<file path="src/rtl/as5401_pkg.sv">
// as5401_pkg: shared phase constants and nibble type for the 5401 bus responder
package as5401_pkg;
  typedef logic [3:0] nibble_t;
  localparam logic [3:0] PH_FETCH = 4'b0001;
  localparam logic [3:0] PH_FLAG  = 4'b0010;
  localparam logic [3:0] PH_OUT   = 4'b0100;
  localparam logic [3:0] PH_ADV   = 4'b1000;
endpackage

</file>
<file path="src/rtl/as5401_nibble_ram.sv">
// as5401_nibble_ram: 2^AW x 4 register file, sync write/clear, async read
// Ports: clk, rst (sync clear), we_i/waddr_i/wdata_i write port, raddr_i/rdata_o async read port.
module as5401_nibble_ram
  import as5401_pkg::*;
#(
  parameter int AW = 4
) (
  input  logic          clk,
  input  logic          rst,
  input  logic          we_i,
  input  logic [AW-1:0] waddr_i,
  input  nibble_t       wdata_i,
  input  logic [AW-1:0] raddr_i,
  output nibble_t       rdata_o
);
  nibble_t mem_q [2**AW];
  always_ff @(posedge clk) begin
    for (int k = 0; k < 2**AW; k++)
      if (rst) mem_q[k] <= '0;
      else if (we_i && waddr_i == AW'(k)) mem_q[k] <= wdata_i;
  end
  assign rdata_o = mem_q[raddr_i];
endmodule

</file>
<file path="src/rtl/as5401_bus_responder.sv">
// as5401_bus_responder: program counter, shift-loaded MAR and nibble RAM serving the 5401 CPU bus
// Ports: clk, rst (sync, active-high); phase/cpu_data/write_flag/mar_flag/jmp_flag/i_flag from the CPU;
// prog_addr/prog_rdata to the program store; ins_out/din_out to the CPU; mar_out debug; phase_err sticky.
module as5401_bus_responder
  import as5401_pkg::*;
#(
  parameter int PC_W   = 12,
  parameter int MAR_W  = 12,
  parameter int RAM_AW = 4
) (
  input  logic             clk,
  input  logic             rst,
  input  logic [3:0]       phase,
  input  nibble_t          cpu_data,
  input  logic             write_flag,
  input  logic             mar_flag,
  input  logic             jmp_flag,
  input  logic             i_flag,
  output logic [PC_W-1:0]  prog_addr,
  input  nibble_t          prog_rdata,
  output nibble_t          ins_out,
  output nibble_t          din_out,
  output logic [MAR_W-1:0] mar_out,
  output logic             phase_err
);
  logic [PC_W-1:0]  pc_q, pc_d, jmp_tgt_q, jmp_tgt_d;
  logic [MAR_W-1:0] mar_q, mar_d;
  logic             jmp_pend_q, jmp_pend_d, err_q, err_d;
  logic             flag_ph, adv_ph, one_hot, unused_i;
  // immediate operands just occupy the next program slot, so i_flag never steers sequencing
  assign unused_i = i_flag;
  assign one_hot  = (phase != 4'b0) && ((phase & (phase - 4'd1)) == 4'b0);
  assign flag_ph  = phase == PH_FLAG;
  assign adv_ph   = phase == PH_ADV;
  always_comb begin
    mar_d      = (flag_ph && mar_flag) ? {mar_q[MAR_W-5:0], cpu_data} : mar_q;
    jmp_pend_d = (flag_ph && jmp_flag) ? 1'b1 : adv_ph ? 1'b0 : jmp_pend_q;
    jmp_tgt_d  = (flag_ph && jmp_flag) ? mar_q[PC_W-1:0] : jmp_tgt_q;
    pc_d       = !adv_ph ? pc_q : jmp_pend_q ? jmp_tgt_q : pc_q + 1'b1;
    err_d      = err_q | ~one_hot;
  end
  always_ff @(posedge clk) begin
    if (rst) begin
      pc_q       <= '0;
      mar_q      <= '0;
      jmp_pend_q <= 1'b0;
      jmp_tgt_q  <= '0;
      err_q      <= 1'b0;
    end else begin
      pc_q       <= pc_d;
      mar_q      <= mar_d;
      jmp_pend_q <= jmp_pend_d;
      jmp_tgt_q  <= jmp_tgt_d;
      err_q      <= err_d;
    end
  end
  as5401_nibble_ram #(.AW(RAM_AW)) u_ram (
    .clk     (clk),
    .rst     (rst),
    .we_i    (flag_ph && write_flag),
    .waddr_i (mar_q[RAM_AW-1:0]),
    .wdata_i (cpu_data),
    .raddr_i (mar_q[RAM_AW-1:0]),
    .rdata_o (din_out)
  );
  assign prog_addr = pc_q;
  assign ins_out   = prog_rdata;
  assign mar_out   = mar_q;
  assign phase_err = err_q;
endmodule

</file>
<file path="config.mk">
export PLATFORM = sky130hd
export DESIGN_NAME = as5401_bus_responder
export DESIGN_NICKNAME = d
export VERILOG_FILES = /design/src/rtl/as5401_pkg.sv /design/src/rtl/as5401_nibble_ram.sv /design/src/rtl/as5401_bus_responder.sv
export SDC_FILE = /design/constraint.sdc
export NUM_CORES = 1
export LEC_CHECK = 0
export ABC_CLOCK_PERIOD_IN_PS = 1900
export BUFFER_PORTS_ARGS = -buffer_cell sky130_fd_sc_hd__buf_2
export CORE_ASPECT_RATIO = 0.9
export CORE_UTILIZATION = 40
export DETAILED_ROUTE_END_ITERATION = 7
export PLACE_DENSITY_LB_ADDON = 0.3
export SLEW_MARGIN = 20
export SYNTH_ARGS = -nofsm -noshare
export SYNTH_HDL_FRONTEND = slang
export SYNTH_SLANG_ARGS = --single-unit
</file>
<file path="constraint.sdc">
create_clock -name clk -period 1.9 [get_ports clk]
set_clock_uncertainty 0.05 [all_clocks]
set_input_delay 0.095 -clock clk [delete_from_list [all_inputs] [get_ports clk]]
set_output_delay 0.095 -clock clk [all_outputs]
set_load 0.05 [all_outputs]
</file>
==> run metrics, run 1 <==
status finished, violations left; failing checks setup timing; Setup TNS Final -0.394 ns; Post-Route Utilization 0.476; # port buffers 41; crit-path max FO 8; Die H 108 microns; DP HPWL 8000 microns; leakage power 2.07 nW; dominant delay contributor by cell family on the critical path multiplexers; startpoint types flop; instance count on the critical path 5; most common flop cell mapped by yosys edfxtp_1; Congestion Overflow GR 0; CTS hold repair buffers 0; Fmax 0.489 GHz; initial core utilization 0.410; num rows 38; Die Width 119 microns; Vias 3588; CP peak stage delay 0.54 ns; vias in the first global route 3353; First-pass DRT Iterations 5; worst-path cell chain buf_12, mux4_2, a22oi_2, nand2_2, buf_6; CP endpoint kind primary output; Seq/Total Area, Yosys 0.558; Finished Layout Cells 650; # DRC 0; Avg WL per Cell 17.9 microns; die area 0.0128 sq mm; pwr dens 831 mW/mm^2; Worst Path Arrival 1.90 ns; setup violators final 4; IO Pins 51; syn avg cell area 11.0 sq um; GRT met3 Usage 0.0429; clock insertion delay at the later pin of the skew report 0.35 ns; Critical Path RT 1.75 ns; final hold vios 0; setup bufs post-CTS 0; Distinct cells, synth 42; CP Class reg -> out; Slew HR 0.652; Post-Route WL 11700 microns; CTS tree done; GRT Util Overall 0.192; CTS Buf Count 9; post-route worst setup slack -0.145 ns; max_cap viols 0; Post-synth EDFFs 64; first-pass GRT wire length 18200 microns; Final Cell Area 0.00575 sq mm; Area Growth Syn to Fin 16.1%; number of nets with antenna violations after routing 0; Clock Path Buffers 2; Sink Count 106; pin count of the biggest net entering global routing 29; GRT met1 Usage 0.256; VDD IR max 0.441 mV; area of the core 0.0121 sq mm; Area after DPL 0.00533 sq mm; most crowded layer after global routing met2; Slew Viols, Final 0; #FFs+latches synth 106; placed insts 633; Reg clk slew, reported paths 0.07 ns; final net count 504; fin crit period 2.04 ns; R2R Setup Slk 0.09 ns; CP endpoint din_out[2]; fraction of registers with async set/reset 0; GR Layer Usage met2 0.298; layout cells sized above 1 0.224; initial antenna violation count 0; Hold Crit Class in -> reg; DRT iter0 DRCs 343; Buf/Inv on CP 2; syn nets 471; WHS Path Cells 2; worst-margin pin slew 0.520 ns; final period utilization 1.08; Worst R2R Path Depth 2; DR vias/cell 5.52; cells after synthesis 452; n_diodes 0; Root Buffer Master clkbuf_16; H-tree levels 3; Critical R2R Launch mar_out[1]; FF-to-FF End u_ram.mem_q[3][1]; CP max stage cell mux4_2; gpl congestion 0.800; Yosys warning total 0; mapped cell area 0.00495 sq mm; RSZ-0062 raised after global routing true
==> cells in the mapped netlist (3+ instances only) <==
master	number	share of area
and2_1	65	0.082
a21o_1	8	0.012
nand4_1	7	0.0088
o21bai_1	8	0.012
o21ai_0	4	0.0040
mux2i_1	6	0.012
nand3_1	6	0.0061
edfxtp_1	64	0.39
mux4_2	16	0.073
a21oi_1	31	0.031
nand2b_1	3	0.0038
a22oi_1	14	0.021
nor2_1	30	0.023
nor3_1	7	0.0071
inv_1	3	0.0023
dfxtp_1	42	0.17
o22ai_1	4	0.0051
buf_4	4	0.0061
clkbuf_1	25	0.019
nand4b_1	3	0.0053
a31oi_1	4	0.0051
nor2b_1	7	0.0088
buf_1	3	0.0023
nand2_1	61	0.046
==> kinds of logic after synthesis <==
logic type | Yosys count | synth area share
AND/OR/NAND/NOR | 204 | 0.215
flip-flops | 106 | 0.558
AO/OA/AOI/OAI | 78 | 0.0993
buffers and inverters | 39 | 0.0361
multiplexers | 23 | 0.0872
XOR/XNOR | 1 | 0.00177
adder cells (fa/ha/maj) | 1 | 0.00253
==> routing by layer <==
metal	wire [microns]	share of wire
met5	0	0
met4	293	0.025
met3	796	0.068
met2	5330	0.46
met1	5230	0.45
==> stage by stage <==
stage	power, mW	hold slack (ns)	setup slack, ns
2_1_floorplan	2.76	0.195	0.0103
3_3_place_gp	2.83	0.141	0.107
3_5_place_dp	2.84	0.141	0.0426
4_1_cts	4.81	0.0587	-0.132
5_1_grt	4.91	0.0715	-0.188
6_report	4.77	0.0642	-0.145
==> power breakdown <==
| part | internal [mW] | leakage, nW | switching [mW] | total, mW |
|---|---|---|---|---|
| Sequential | 2.48 | 1.00 | 0.0348 | 2.52 |
| Combinational | 0.0933 | 0.921 | 0.187 | 0.281 |
| Clock | 1.16 | 0.147 | 0.814 | 1.98 |
| Total | 3.74 | 2.07 | 1.04 | 4.77 |
==> layout make-up <==
| class | count | area (sq um) |
|---|---|---|
| clock buffer | 12 | 236 |
| clock inverter | 4 | 76.3 |
| fill | 1100 | 6330 |
| inverter | 3 | 11.3 |
| multi-input combinational | 307 | 2060 |
| sequential | 106 | 2770 |
| tap | 160 | 200 |
| timing repair buffer | 58 | 390 |
==> placed cells by master, fill, tap and decap left out, types with 3 or more instances in the layout <==
| master | instances |
|---|---|
| nor2b_1 | 7 |
| nand4_1 | 7 |
| o21ai_0 | 4 |
| buf_6 | 4 |
| nand3_1 | 6 |
| buf_2 | 37 |
| inv_1 | 3 |
| nand2_1 | 57 |
| a22oi_2 | 8 |
| a31oi_1 | 4 |
| nor2_1 | 30 |
| clkbuf_1 | 3 |
| a22oi_1 | 6 |
| dfxtp_1 | 39 |
| a21o_1 | 8 |
| and2_1 | 65 |
| buf_4 | 15 |
| o22ai_1 | 4 |
| nand2_2 | 4 |
| a21oi_1 | 31 |
| clkbuf_16 | 9 |
| o21bai_1 | 7 |
| nand2b_1 | 3 |
| mux2i_1 | 6 |
| nand4b_1 | 3 |
| edfxtp_1 | 64 |
| nor3_1 | 7 |
| mux4_2 | 16 |
==> state kept, by name, indices dropped and copies added, names as in the netlist, named ones only <==
name,flops
jmp_pend_q,1
jmp_tgt_q,12
mar_out,12
phase_err,1
prog_addr,12
u_ram.mem_q,64
==> worst min-delay path by stage <==
stage / from / end / slack [ns]
2_1_floorplan: cpu_data[0] / flop / 0.20
5_1_grt: rst / mar_out[7] / 0.07
6_report: rst / jmp_tgt_q[7] / 0.06
3_3_place_gp: prog_rdata[1] / ins_out[1] / 0.14
3_5_place_dp: prog_rdata[1] / ins_out[1] / 0.14
4_1_cts: rst / jmp_pend_q / 0.06
==> repair_timing <==
action | in CTS | in global routing
endpoints found under the setup margin | 4 | 8
pin swaps | 4 | 1
cloned | 1 | 0
resized for setup | 19 | 1
No activity file was read; power rests on OpenSTA's default activity.
==> run 2, diff against run 1 <==
Settings changed: ABC_AREA set to 1, TNS_END_PERCENT set to 10.
==> run metrics, run 2 <==
status complete, no violations; Worst R2R Path Depth 5; Finished Layout Cells 793; CP dominant cell by count nand3_1; commonest non-fill, non-tap cell in the layout nor2_1; layout cells sized above 1 0.158; Critical Path RT 1.75 ns; Worst Path Arrival 1.68 ns; Distinct cells, synth 26; area of the core 0.0120 sq mm; first-pass GRT wire length 18700 microns; beginning of the worst hold path cpu_data[2]; Area Growth Syn to Fin 17.0%; Final Total Pwr 4.53 mW; Die Width 119 microns; First-pass DRT Iterations 6; most common library cells after synthesis nor2_1, nand2_1, inv_1, edfxtp_1, nand3_1; max_cap viols 0; IO Pins 51; pwr dens 782 mW/mm^2; CP max stage cell dfxtp_4; final period utilization 0.958; startpoint types flop; clock insertion delay at the later pin of the skew report 0.34 ns; cells after synthesis 577; Final Cell Area 0.00579 sq mm; CP endpoint kind primary output; placed insts 773; Fmax 0.549 GHz; Post-Route WL 12000 microns; worst-margin pin slew 0.708 ns; DP HPWL 8260 microns; count leader, synth nor2_1; GRT Util Overall 0.192; initial antenna violation count 1; Sink Count 106; Filler cells 1155; Largest register FFs 64; syn avg cell area 8.57 sq um; die area 0.0128 sq mm; mapped cell area 0.00495 sq mm; Root Buffer Master clkbuf_16; Synth area leader edfxtp_1; DRT iter0 DRCs 254; Clock Path Buffers 2; Reg area 0.00277 sq mm; Die H 107 microns; Area after DPL 0.00544 sq mm; Seq/Total Area, Yosys 0.559; # DRC 0; setup violators final 0; fraction of registers with async set/reset 0; CP Class reg -> out; final net count 647; Vias 4118; # port buffers 41; DR vias/cell 5.19; vias in the first global route 3853; syn nets 596; pin count of the biggest net entering global routing 65; VDD IR max 0.555 mV; #FFs+latches synth 106; CTS Buf Count 9; fin crit period 1.82 ns; CP peak stage delay 0.37 ns; Hold Crit Class in -> reg; WHS Path Cells 3; worst-path cell chain buf_12, a21oi_1, o21ai_0, nand3_1, nand3_1, nand2_1, buf_6; num rows 38; crit-path max FO 32; initial core utilization 0.411; area of the multi-input gates 0.00177 sq mm; CTS tree done; Yosys warning total 0; n_diodes 0; gpl congestion 0.803; FF-to-FF End u_ram.mem_q[7][1]; Biggest register u_ram.mem_q; post-route worst setup slack 0.0790 ns; R2R Setup Slk 0.16 ns; most common flop cell mapped by yosys edfxtp_1; main area contributors after synthesis edfxtp_1, dfxtp_1, nand3_1, a21oi_1, nor2_1; Critical R2R Launch mar_out[0]; Post-synth EDFFs 64; Slew HR 0.527; area share of the largest cell type after synthesis 0.389; Avg WL per Cell 15.1 microns; commonest non-fill, non-tap cells in the layout nor2_1, nand2_1, inv_1, edfxtp_1, nand3_1; Congestion Overflow GR 0; Slew Viols, Final 0; H-tree levels 3; hold_ws 0.0496 ns; dpl ws 0.120 ns; final hold vios 0; RSZ-0062 raised after global routing true; number of nets with antenna violations after routing 0; leakage power 2.22 nW; Reg clk slew, reported paths 0.07 ns
[run 2: changes by cell type after synthesis, moves of 16 or more]
| cell | delta |
|---|---|
| nand3_1 | +55 |
| o21ai_0 | +52 |
| nor2_1 | +49 |
| mux4_2 | -16 |
| and2_1 | -65 |
| a21oi_1 | +29 |
| inv_1 | +64 |
| o211ai_1 | +16 |
[run 2: worst max-delay path, delay by kind of cell (launching register included)]
kind | cells | cell delay, ns
buffers and inverters | 2 | 0.33
flip-flops | 1 | 0.37
AND/OR/NAND/NOR | 3 | 0.32
AO/OA/AOI/OAI | 2 | 0.31
[run 2: final cells by class]
| cell class | instances | area share |
|---|---|---|
| sequential | 106 | 0.479 |
| multi-input combinational | 368 | 0.307 |
| timing repair buffer | 75 | 0.0897 |
| inverter | 68 | 0.0441 |
| clock buffer | 9 | 0.0389 |
| tap | 160 | 0.0346 |
| clock inverter | 7 | 0.00757 |
[run 2: layer usage]
metal,share of wire,global-route usage,vias to the layer above
li1,-,-,2036
met1,0.45,0.241,1964
met2,0.47,0.317,100
met3,0.055,0.0487,18
met4,0.018,0.0732,0
met5,0,0,-
[run 2: timing repair]
| action | in CTS | in global routing |
|---|---|---|
| hold buffers | 3 | 0 |
| hold endpoints to repair | 2 | 0 |
| buffers inserted | 0 | 0 |
| gates cloned | 0 | 1 |
| endpoints found under the setup margin | 3 | 4 |
| gates resized for setup | 3 | 9 |
[run 2: how the worst max path moves through the flow]
| stage | from | to | slack, ns | depth (start not counted) |
|---|---|---|---|---|
| 4_1_cts | flop | din_out[0] | 0.01 | 7 |
| 2_1_floorplan | mar_out[2] | u_ram.mem_q[5][0] | -0.01 | 4 |
| 3_3_place_gp | phase[2] | u_ram.mem_q[9][0] | 0.17 | 9 |
| 5_1_grt | flop | din_out[3] | -0.007 | 7 |
| 3_5_place_dp | phase[2] | u_ram.mem_q[7][1] | 0.12 | 9 |
| 6_report | flop | din_out[3] | 0.08 | 7 |
[run 2: cell families after synthesis]
kind of cell | after synthesis | share of synthesized area
AND/OR/NAND/NOR | 231 | 0.209
AO/OA/AOI/OAI | 135 | 0.145
flip-flops | 106 | 0.559
buffers and inverters | 103 | 0.0827
XOR/XNOR | 1 | 0.00177
adder cells (fa/ha/maj) | 1 | 0.00253
[run 2: where the power goes]
| part | internal [mW] | switching (mW) | leakage [nW] | total [mW] |
|---|---|---|---|---|
| Sequential | 2.49 | 0.0283 | 1.00 | 2.52 |
| Clock | 0.880 | 0.793 | 0.119 | 1.67 |
| Combinational | 0.106 | 0.232 | 1.09 | 0.339 |
[run 2: per-stage QoR]
step	utilization	setup TNS, ns
finish	0.481	0
global route	0.481	-0.00935
CTS	0.478	0
detailed placement	0.452	0
global placement	0.452	0
floorplan	-	-0.275
==> run 3, diff against run 2 <==
Settings changed: BUFFER_PORTS_ARGS -buffer_cell sky130_fd_sc_hd__buf_2 to -buffer_cell sky130_fd_sc_hd__buf_4, TNS_END_PERCENT 10 to not set.
==> run metrics, run 3 (synthesis gave the netlist of run 2 again) <==
status complete, no violations; R2R Setup Slk 0.23 ns; commonest non-fill, non-tap cell in the layout nor2_1; gpl congestion 0.784; number of nets with antenna violations after routing 0; DRT iter0 DRCs 375; Critical Path RT 1.75 ns; instance count on the critical path 6; Area Growth Syn to Fin 19.6%; Congestion Overflow GR 0; CP dominant cell by count nand3_1; CP peak stage delay 0.38 ns; layout cells sized above 1 0.163; DP HPWL 8120 microns; Biggest register u_ram.mem_q; Reg clk slew, reported paths 0.07 ns; crit-path max FO 16; Avg WL per Cell 15.2 microns; final net count 646; DR vias/cell 5.22; CTS Buf Count 9; num rows 38; Clock Path Buffers 2; dominant delay contributor by cell family on the critical path flip-flops; placed insts 773; CP max stage cell dfxtp_4; CP endpoint kind primary output; Post-Route WL 12000 microns; hold_ws 0.0174 ns; CP Class reg -> out; GRT met3 Usage 0.0413; CTS tree done; initial antenna violation count 0; Setup TNS Final 0 ns; startpoint types flop; final period utilization 0.973; vias in the first global route 3858; worst-margin pin slew 0.719 ns; pwr dens 792 mW/mm^2; first-pass GRT wire length 18900 microns; Area after DPL 0.00554 sq mm; Finished Layout Cells 792; Vias 4131; GRT met1 Usage 0.264; fin crit period 1.85 ns; most crowded layer after global routing met2; WHS Path Cells 3; Die H 107 microns; Buf/Inv on CP 2; Worst Path Arrival 1.70 ns; setup bufs post-CTS 0; H-tree levels 3; Sink Count 106; GR Layer Usage met2 0.296; Hold Crit Class in -> reg; setup violators final 0; Root Buffer Master clkbuf_16; Worst R2R Path Depth 5; # port buffers 41; max_cap viols 0; Fmax 0.541 GHz; Die Width 119 microns; GRT Util Overall 0.192; # DRC 0; Largest register FFs 64; leakage power 2.25 nW; n_diodes 0; worst-path cell chain clkbuf_16, o211ai_1, nand3_1, nand3_1, nand2_1, buf_6; clock insertion delay at the later pin of the skew report 0.34 ns; Slew HR 0.520; IO Pins 51; Final Cell Area 0.00591 sq mm; pin count of the biggest net entering global routing 65; First-pass DRT Iterations 5; initial core utilization 0.411; VDD IR max 0.411 mV; Slew Viols, Final 0; area of the core 0.0120 sq mm; die area 0.0128 sq mm; final hold vios 0; commonest non-fill, non-tap cells in the layout nor2_1, nand2_1, inv_1, buf_4, edfxtp_1
## run 3: cell types whose count changed in the layout (fill, tap and decap cells not counted), sizes merged
cell	change
clkbuf	+2
bufinv	+1
dlygate4sd3	-2
inv	-1
buf	+1
clkinv	+1
clkinvlp	-3
## run 3: layer usage
metal,wire length (microns),vias up
met3,1090,15
met1,5300,1929
met4,159,0
met5,0,-
li1,-,2037
met2,5460,150
## run 3: worst paths after layout
| check | end | from |
|---|---|---|
| hold / removal | phase_err | phase[3] |
| setup reg to reg | u_ram.mem_q[6][1] | mar_out[1] |
| hold reg to reg | jmp_tgt_q[9] | jmp_tgt_q[9] |
| setup / recovery | din_out[3] | flop |
## run 3: layout make-up
class                      count  area, sq um
sequential                   106         2770
multi-input combinational    368         1780
clock buffer                  11          233
fill                        1121         6110
timing repair buffer          74          621
inverter                      68          255
clock inverter                 5         55.1
tap                          160          200
## run 3: report_power, final
group | internal (mW) | switching [mW]
logic | 0.117 | 0.236
clock network | 1.02 | 0.800
registers | 2.49 | 0.0279
total | 3.62 | 1.06
## run 3: worst register-to-register path, cell delays in order (launching register included)
cell and delay [ns]:
dfxtp_2 0.45, inv_1 0.18, nor3_4 0.19, inv_1 0.11, o21ai_0 0.23, buf_4 0.18
## run 3: per-stage QoR
step | total power [mW] | util | setup slack (ns)
6_report | 4.69 | 0.492 | 0.0506
5_1_grt | 4.83 | 0.492 | -0.00947
4_1_cts | 4.70 | 0.486 | 0.0135
3_5_place_dp | 2.90 | 0.461 | 0.0796
3_3_place_gp | 2.90 | 0.461 | 0.120
2_1_floorplan | 2.79 | - | 0.0332
## run 3: repair_timing
action	4_1_cts	5_1_grt
resized for setup	0	11
hold buffers	1	0
endpoints found under the setup margin	0	4
endpoints found under the hold margin	1	0
